File: config.mk
export PLATFORM = sky130hd
export DESIGN_NAME = deadtime_generator
export DESIGN_NICKNAME = d
export VERILOG_FILES = /design/src/rtl/deadtime_generator_pkg.sv /design/src/rtl/deadtime_generator.sv
export SDC_FILE = /design/constraint.sdc
export NUM_CORES = 1
export LEC_CHECK = 0
export BUFFER_PORTS_ARGS = -buffer_cell sky130_fd_sc_hd__buf_4
export CORE_MARGIN = 2
export CORE_UTILIZATION = 58
export CTS_CLUSTER_DIAMETER = 200
export DETAILED_ROUTE_END_ITERATION = 10
export MAX_ROUTING_LAYER = met4
export PLACE_DENSITY = 0.92
export SLEW_MARGIN = 0
export SYNTH_ARGS = -nofsm -noshare
export SYNTH_HDL_FRONTEND = slang
export SYNTH_SLANG_ARGS = --single-unit
File: constraint.sdc
create_clock -name aclk -period 2.9 [get_ports aclk]
set_input_delay 0.29 -clock aclk [delete_from_list [all_inputs] [get_ports aclk]]
set_output_delay 0.29 -clock aclk [all_outputs]
set_load 0.05 [all_outputs]
File: src/rtl/deadtime_generator_pkg.sv
// Shared definitions for the buck power-stage gate driver.
// State encoding is fixed so debug captures decode consistently.
package deadtime_generator_pkg;

    localparam int STATE_W = 3;

    typedef enum logic [STATE_W-1:0] {
        OFF     = 3'd0,
        DT_LH   = 3'd1,
        HIGH_ON = 3'd2,
        DT_HL   = 3'd3,
        LOW_ON  = 3'd4,
        FAULT   = 3'd5
    } state_t;

endpackage

File: src/rtl/deadtime_generator.sv
// Complementary high/low gate drive from a single PWM, with programmable
// dead time per edge, a latched fault shutdown and an enable gate.
module deadtime_generator
    import deadtime_generator_pkg::*;
#(
    parameter int deadtime_width = 8,
    parameter int min_deadtime   = 1
) (
    input  logic                      aclk,
    input  logic                      reset,
    input  logic                      enable,
    input  logic                      pwm,
    input  logic [deadtime_width-1:0] deadtime_rise,
    input  logic [deadtime_width-1:0] deadtime_fall,
    input  logic                      fault,
    input  logic                      fault_clear,
    output logic                      pwm_h,
    output logic                      pwm_l,
    output logic                      fault_latched,
    output logic [STATE_W-1:0]        state
);

    localparam int W = deadtime_width;
    localparam logic [W-1:0] MIN_DT = W'(min_deadtime);

    state_t          r_state;
    logic            r_pwm_q;
    logic [W-1:0]    r_cnt;
    logic            r_pwm_h;
    logic            r_pwm_l;
    logic            r_fault;
    logic [W-1:0]    w_rise_load;
    logic [W-1:0]    w_fall_load;

    // Counter is loaded with D-1 so the dead state lasts exactly D cycles
    always_comb begin
        w_rise_load = ((deadtime_rise < MIN_DT) ? MIN_DT : deadtime_rise) - W'(1);
        w_fall_load = ((deadtime_fall < MIN_DT) ? MIN_DT : deadtime_fall) - W'(1);
    end

    always_ff @(posedge aclk) begin
        if (reset) begin
            r_state <= OFF;
            r_pwm_q <= 1'b0;
            r_cnt   <= '0;
            r_pwm_h <= 1'b0;
            r_pwm_l <= 1'b0;
            r_fault <= 1'b0;
        end else begin
            r_pwm_q <= pwm;
            r_pwm_h <= 1'b0;
            r_pwm_l <= 1'b0;
            r_fault <= 1'b0;
            if (fault) begin
                r_state <= FAULT;
                r_cnt   <= '0;
                r_fault <= 1'b1;
            end else if (r_state == FAULT) begin
                if (fault_clear) begin
                    r_state <= OFF;
                end else begin
                    r_state <= FAULT;
                    r_fault <= 1'b1;
                end
            end else if (!enable) begin
                r_state <= OFF;
                r_cnt   <= '0;
            end else begin
                unique case (r_state)
                    OFF: begin
                        if (r_pwm_q) begin
                            r_state <= DT_LH;
                            r_cnt   <= w_rise_load;
                        end else begin
                            r_state <= DT_HL;
                            r_cnt   <= w_fall_load;
                        end
                    end
                    DT_LH: begin
                        if (!r_pwm_q) begin
                            r_state <= LOW_ON;
                            r_cnt   <= '0;
                            r_pwm_l <= 1'b1;
                        end else if (r_cnt == '0) begin
                            r_state <= HIGH_ON;
                            r_pwm_h <= 1'b1;
                        end else begin
                            r_cnt <= r_cnt - W'(1);
                        end
                    end
                    HIGH_ON: begin
                        if (!r_pwm_q) begin
                            r_state <= DT_HL;
                            r_cnt   <= w_fall_load;
                        end else begin
                            r_pwm_h <= 1'b1;
                        end
                    end
                    DT_HL: begin
                        if (r_pwm_q) begin
                            r_state <= HIGH_ON;
                            r_cnt   <= '0;
                            r_pwm_h <= 1'b1;
                        end else if (r_cnt == '0) begin
                            r_state <= LOW_ON;
                            r_pwm_l <= 1'b1;
                        end else begin
                            r_cnt <= r_cnt - W'(1);
                        end
                    end
                    LOW_ON: begin
                        if (r_pwm_q) begin
                            r_state <= DT_LH;
                            r_cnt   <= w_rise_load;
                        end else begin
                            r_pwm_l <= 1'b1;
                        end
                    end
                    default: begin
                        r_state <= OFF;
                        r_cnt   <= '0;
                    end
                endcase
            end
        end
    end

    assign pwm_h         = r_pwm_h;
    assign pwm_l         = r_pwm_l;
    assign fault_latched = r_fault;
    assign state         = r_state;

endmodule

==> results of run 1 <==
==> area by class of cell <==
class,count,share of cell area (%)
Multi-Input combinational cell,144,60.13
Sequential cell,15,19.61
Timing Repair Buffer,27,13.24
Inverter,12,2.941
Tap cell,28,2.288
Clock buffer,3,1.471
Clock inverter,1,0.3268
==> sequential cells by signal (all words and copies together), names as in the netlist <==
signal and cells:
r_cnt 8, pwm_l 1, pwm_h 1, fault_latched 1, state 3, r_pwm_q 1
==> cells in the mapped netlist, drive strengths merged, types with 6 or more instances <==
| library cell | number | area [sq um] |
|---|---|---|
| nor2 | 10 | 40.04 |
| xnor2 | 7 | 61.31 |
| or4 | 6 | 48.80 |
| inv | 12 | 45.04 |
| dfxtp | 15 | 300.3 |
| clkbuf | 6 | 22.52 |
| a21oi | 12 | 60.06 |
| nand3 | 6 | 30.03 |
| nor3 | 11 | 55.05 |
| o21ai | 9 | 45.04 |
| nand2 | 17 | 63.81 |
==> worst max-delay path: cells and delay by family, from the launching register on <==
kind | cells | cell delay [ns]
DFF | 1 | 0.62
and+or+nand+nor | 2 | 0.53
AOI/OAI and AO/OA | 3 | 0.94
==> cells in the final DEF (no fill, tap or decap), types with 4 or more instances in the layout <==
cell type and count:
buf_4 27, nand2_1 17, dfxtp_1 15, a21oi_1 12, inv_1 12, nor3_1 11
nor2_1 9, o21ai_0 8, xnor2_1 7, nand3_1 6, or3_1 5, or4_1 5
xor2_1 5, o22ai_1 5, nor4_1 4, nand2b_1 4, nor3b_1 4, a211oi_1 4
a31oi_1 4, ha_1 4
==> power by group through the flow <==
stage | Clock (mW) | Combinational, mW | Sequential [mW]
CTS | 0.128 | 0.195 | 0.232
finish | 0.129 | 0.198 | 0.233
global placement | 0 | 0.188 | 0.236
floorplan | 0 | 0.128 | 0.240
detailed placement | 0 | 0.193 | 0.237
global route | 0.140 | 0.215 | 0.235
==> worst max path at each step <==
stage	startpoint	end	cells after the start
6_report	state[0]	r_cnt[7]	5
2_1_floorplan	r_cnt[2]	r_cnt[0]	6
5_1_grt	r_cnt[2]	r_cnt[3]	5
3_5_place_dp	deadtime_fall[4]	r_cnt[4]	9
4_1_cts	r_cnt[2]	state[0]	5
3_3_place_gp	deadtime_fall[4]	r_cnt[4]	9
==> metrics by stage <==
step | power, mW | utilization [%]
final | 0.5600 | 70.59
after global routing | 0.5905 | 70.59
after CTS | 0.5547 | 70.59
after detailed placement | 0.4305 | 69.32
after global placement | 0.4242 | 69.32
after floorplan | 0.3687 | -
==> kinds of logic (layout without fill, tap and decap cells) <==
kind of cell / after synthesis / in the layout / synth area share, %
muxes: 1 / 1 / 0.7670
and+or+nand+nor: 75 / 75 / 30.87
buffers and inverters: 20 / 43 / 6.423
xor gates and xnor gates: 12 / 12 / 8.054
DFF: 15 / 15 / 23.01
AOI/OAI and AO/OA: 52 / 52 / 27.04
adders and majority gates: 4 / 4 / 3.835
==> routing by layer <==
layer | share of wire, % | vias up
met5 | 0 | -
met4 | 4.3 | 0
met3 | 8.3 | 22
met2 | 50 | 103
met1 | 37 | 711
li1 | - | 722
==> impl_metrics.csv, run 1 <==
group,metric,value,unit
run_status,status,"complete, no violations",
final_layout,drive_above_1_share,17.33,%
min_path,min-delay-start,"reset",
route,wire_per_inst,15.83,um
global_routing,globalRoute.busiestLayer,"met2",
power,p_switching,209.8,uW
worst_setup_path,cpPeakStageDelay,0.70,ns
worst_setup_path,critical_path.cell_chain,"and3b_1 -> a211oi_1 -> and2_1 -> a31oi_1 -> o22ai_1",
placement,port_buffers,27,
global_routing,grt_pass1_wl,6141,um
global_routing,antenna_found_initial,0,
final_layout,synthToLayoutAreaGrowth,17.35,%
final_layout,multiInputGateArea,920.9,sq um
power,switching_share,37.47,%
logic_synthesis,synth-edff-count,0,
sta,max_freq,464.7,MHz
clocking,holdBufCountCts,0,
floorplanning,initial_core_util,60.15,%
flow_run,maxCapViolations,0,
sta,finalSetupViolations,0,
sta,timing.hold.ws,0.1766,ns
final_layout,finalNonFillerCells,230,
floorplanning,rows,17,
final_layout,num_antenna_cells,0,
sta,finClkSkew,0.002375,ns
clocking,tritoncts,"yes",
global_routing,use_met3,4.678,%
worst_setup_path,worstSetupStartpointType,"register",
power,power.density,365.7,nW/um^2
power,p_clk_share,23.0,%
clocking,clkLatencyLatePin,0.30,ns
logic_synthesis,syn_area,1305,sq um
placement,placed_cells,226,
sta,finalHoldViolations,0,
worst_setup_path,crit_path_top_delay_cell,"a211oi_1",
logic_synthesis,yosysWarnings,0,
clocking,ctsResizeCount,0,
logic_synthesis,ys_seq_elements,15,
global_routing,grt_use_met1,35.99,%
global_routing,grt_use_met2,52.99,%
logic_synthesis,synthArstFlopShare,0,%
global_routing,track_usage,31.62,%
logic_synthesis,synth_cell_types,49,
logic_synthesis,syn_nets,205,
sta,fin_tns_setup,0,ns
global_routing,grt_max_degree,18,
power,combPwrFrac,35.4,%
worst_setup_path,required,3.13,ns
sta,rsz0062_at_grt,"no",
global_routing,first_global_vias,1429,
sta,finalMaxSlewViolations,0,
route,drc,0,
floorplanning,die_h,51.44,um
sta,min_period,2.152,ns
clocking,clkTransAtPathRegs,0.10,ns
route,num_vias,1558,
sta,tightestPinTransition,0.8339,ns
logic_synthesis,synthFlopType,"dfxtp_1",
route,viasPerCell,6.774,
min_path,hold_path.class,"primary input to register",
global_routing,grt_overflow,0,
sta,setup_ws,0.7481,ns
power,p_leak,0.6180,nW
logic_synthesis,synthCells,179,
clocking,h-tree-depth,1,
floorplanning,die_width,51.44,um
clocking,numCtsBuffers,3,
worst_setup_path,r2r_end,"r_cnt[7]",
floorplanning,pin_count,28,
min_path,min_to,"state[2]",
route,drt_iter0_drc,104,
floorplanning,die_area,2646,sq um
power,irDropWorstVdd,0.2415,mV
clocking,clock-sinks,15,
placement,pre_cts_ws,0.7585,ns
placement,hpwl,2870,um
clocking,clockBufferDepth,2,
worst_setup_path,arrival,2.39,ns
worst_setup_path,ff2ff_path_depth,5,
route,dr.pass1.iters,4,
clocking,cts_root_buf,"clkbuf_4",
route,wl,3640,um
worst_setup_path,critical_path_class,"register to register",
final_layout,final-seq-area,300.3,sq um
final_layout,nets,229,
worst_setup_path,rrSetupSlack,0.75,ns
final_layout,stdcell_area,1531,sq um
worst_setup_path,path_max_fanout,15,
power,p_int,350.2,uW
min_path,min_path_cells,2,
floorplanning,core_area,2170,sq um
power,seqPwrFrac,41.6,%
sta,relSlewSlack,44.07,%
placement,gp_congestion,1.007,
sta,period_share,74.20,%
logic_synthesis,syn_area_per_cell,7.291,sq um
route,drtAntennaViolNets,0,
placement,place_area,1504,sq um
worst_setup_path,reg2reg_from,"state[0]",
clocking,postCtsSetupRepairBufs,0,
logic_synthesis,yosysSeqAreaShare,23.01,%
final_layout,n_fill_cell,176,
worst_setup_path,setup.worst_path.end_class,"register",
No activity file was read; power rests on OpenSTA's default activity.
==> run 2, diff against run 1 <==
--- a/config.mk
+++ b/config.mk
@@ -7,11 +7,11 @@
 export LEC_CHECK = 0
 export BUFFER_PORTS_ARGS = -buffer_cell sky130_fd_sc_hd__buf_4
 export CORE_MARGIN = 2
-export CORE_UTILIZATION = 58
+export CORE_UTILIZATION = 54
 export CTS_CLUSTER_DIAMETER = 200
 export DETAILED_ROUTE_END_ITERATION = 10
 export MAX_ROUTING_LAYER = met4
-export PLACE_DENSITY = 0.92
+export PLACE_DENSITY = 0.87
 export SLEW_MARGIN = 0
 export SYNTH_ARGS = -nofsm -noshare
 export SYNTH_HDL_FRONTEND = slang
==> constraint.sdc (replaced) <==
create_clock -name aclk -period 2.2 [get_ports aclk]
set_input_delay 0.22 -clock aclk [delete_from_list [all_inputs] [get_ports aclk]]
set_output_delay 0.22 -clock aclk [all_outputs]
set_load 0.05 [all_outputs]
==> run 2 against run 1 <==
- power rose by 33%
- sequential power rose by 30%
- routed wire length rose by 2.0%
- cell count rose by 2.6%
==> impl_metrics.csv, run 2 (same netlist as run 1, synthesis figures left out) <==
group,metric,value,unit
floorplanning,rows,17,
power,switching_share,36.52,%
global_routing,grt_max_degree,16,
clocking,tritoncts,"yes",
sta,setup_ws,0.1546,ns
worst_setup_path,cp_top_family,"simple AND/OR/NAND/NOR gates",
placement,pre_cts_ws,0.1152,ns
placement,placed_cells,232,
sta,finalHoldViolations,0,
sta,period_share,92.97,%
clocking,h-tree-depth,1,
worst_setup_path,required,2.39,ns
route,drc,0,
floorplanning,die_area,2826,sq um
placement,gp_congestion,0.9366,
floorplanning,initial_core_util,57.88,%
global_routing,grt_overflow,0,
route,num_vias,1496,
power,combPwrFrac,37.4,%
floorplanning,die_width,53.16,um
final_layout,final_cell_mix,"33 x buf_4, 17 x nand2_1, 15 x dfxtp_1",
power,power.density,471.7,nW/um^2
final_layout,num_antenna_cells,0,
power,p_int,473.2,uW
power,power,745.4,uW
clocking,clock-sinks,15,
final_layout,postLayoutCoreUtil,70.09,%
worst_setup_path,crit_buf_inv,0,
sta,tightestPinTransition,0.4862,ns
route,drtAntennaViolNets,0,
final_layout,drive_above_1_share,19.71,%
final_layout,layout_commonest_cell,"buf_4",
worst_setup_path,setup.worst_path.end_class,"register",
power,p_switching,272.2,uW
global_routing,antenna_found_initial,0,
final_layout,synthToLayoutAreaGrowth,21.09,%
sta,finClkSkew,0.001110,ns
worst_setup_path,critical_path.cell_chain,"or4_4 -> or3_1 -> nand2_1 -> o211ai_1 -> a32o_1",
floorplanning,pin_count,28,
worst_setup_path,path_max_fanout,7,
sta,fin_tns_setup,0,ns
clocking,ctsResizeCount,0,
route,wire_per_inst,15.73,um
clocking,clkLatencyLatePin,0.29,ns
clocking,holdBufCountCts,0,
final_layout,largest_reg_flops,8,
clocking,postCtsSetupRepairBufs,0,
route,wl,3713,um
global_routing,first_global_vias,1409,
power,seqPwrFrac,40.5,%
worst_setup_path,arrival,2.24,ns
route,viasPerCell,6.339,
clocking,clkTransAtPathRegs,0.09,ns
clocking,clockBufferDepth,2,
final_layout,finalNonFillerCells,236,
sta,min_period,2.045,ns
final_layout,largest_register,"r_cnt",
power,p_clk_share,22.1,%
sta,relSlewSlack,66.75,%
worst_setup_path,worstSetupStartpointType,"register",
power,irDropWorstVdd,0.3352,mV
worst_setup_path,crit_path_top_delay_cell,"or4_4",
run_status,status,"complete, no violations",
flow_run,maxCapViolations,0,
worst_setup_path,critical_path_class,"register to register",
global_routing,track_usage,31.52,%
min_path,hold_path.class,"primary input to register",
clocking,numCtsBuffers,3,
sta,finalSetupViolations,0,
floorplanning,die_h,53.16,um
route,dr.pass1.iters,4,
placement,hpwl,2938,um
worst_setup_path,cpPeakStageDelay,0.57,ns
sta,finalMaxSlewViolations,0,
placement,port_buffers,27,
floorplanning,core_area,2255,sq um
global_routing,grt_pass1_wl,6423,um
final_layout,nets,235,
sta,max_freq,488.9,MHz
clocking,cts_root_buf,"clkbuf_4",
power,p_leak,0.6478,nW
route,drt_iter0_drc,57,
sta,rsz0062_at_grt,"no",
==> run 2: stage by stage <==
step	instance area, sq um	hold slack [ns]
after floorplan	1305	0.2891
after global placement	1549	0.4270
after detailed placement	1549	0.4331
after CTS	1575	0.1230
after global routing	1580	0.1206
final	1580	0.1258
==> run 2: final cells by class <==
cell class              instances  area (sq um)
well taps                      28         35.03
flip-flops and latches         15         300.3
clock buffers                   4         26.28
repair buffers                 33         247.7
fillers                       196         674.4
multi-input cells             144         925.9
inverters                      12         45.04
==> run 2: worst paths after layout <==
kind	start	end	slack, ns	depth (start not counted)
setup / recovery	r_cnt[2]	r_cnt[0]	0.15	5
hold / removal	reset	r_pwm_q	0.13	2
setup reg to reg	r_cnt[2]	r_cnt[0]	0.15	5
hold reg to reg	r_cnt[4]	r_cnt[4]	0.53	2
==> run 2: power groups by stage <==
stage / registers [mW] / clock network [mW] / logic (mW)
after detailed placement: 0.307 / 0 / 0.271
after global placement: 0.306 / 0 / 0.266
after global routing: 0.304 / 0.183 / 0.303
final: 0.302 / 0.165 / 0.279
after CTS: 0.301 / 0.167 / 0.274
after floorplan: 0.317 / 0 / 0.169
==> run 2: per-layer routing <==
layer  wire (um)  vias to the layer above  GRT usage (%)
met4          97                        0          14.10
li1            -                      731              -
met3         309                        9          1.977
met1        1472                      677          39.52
met5           0                        -              -
met2        1834                       79          52.08
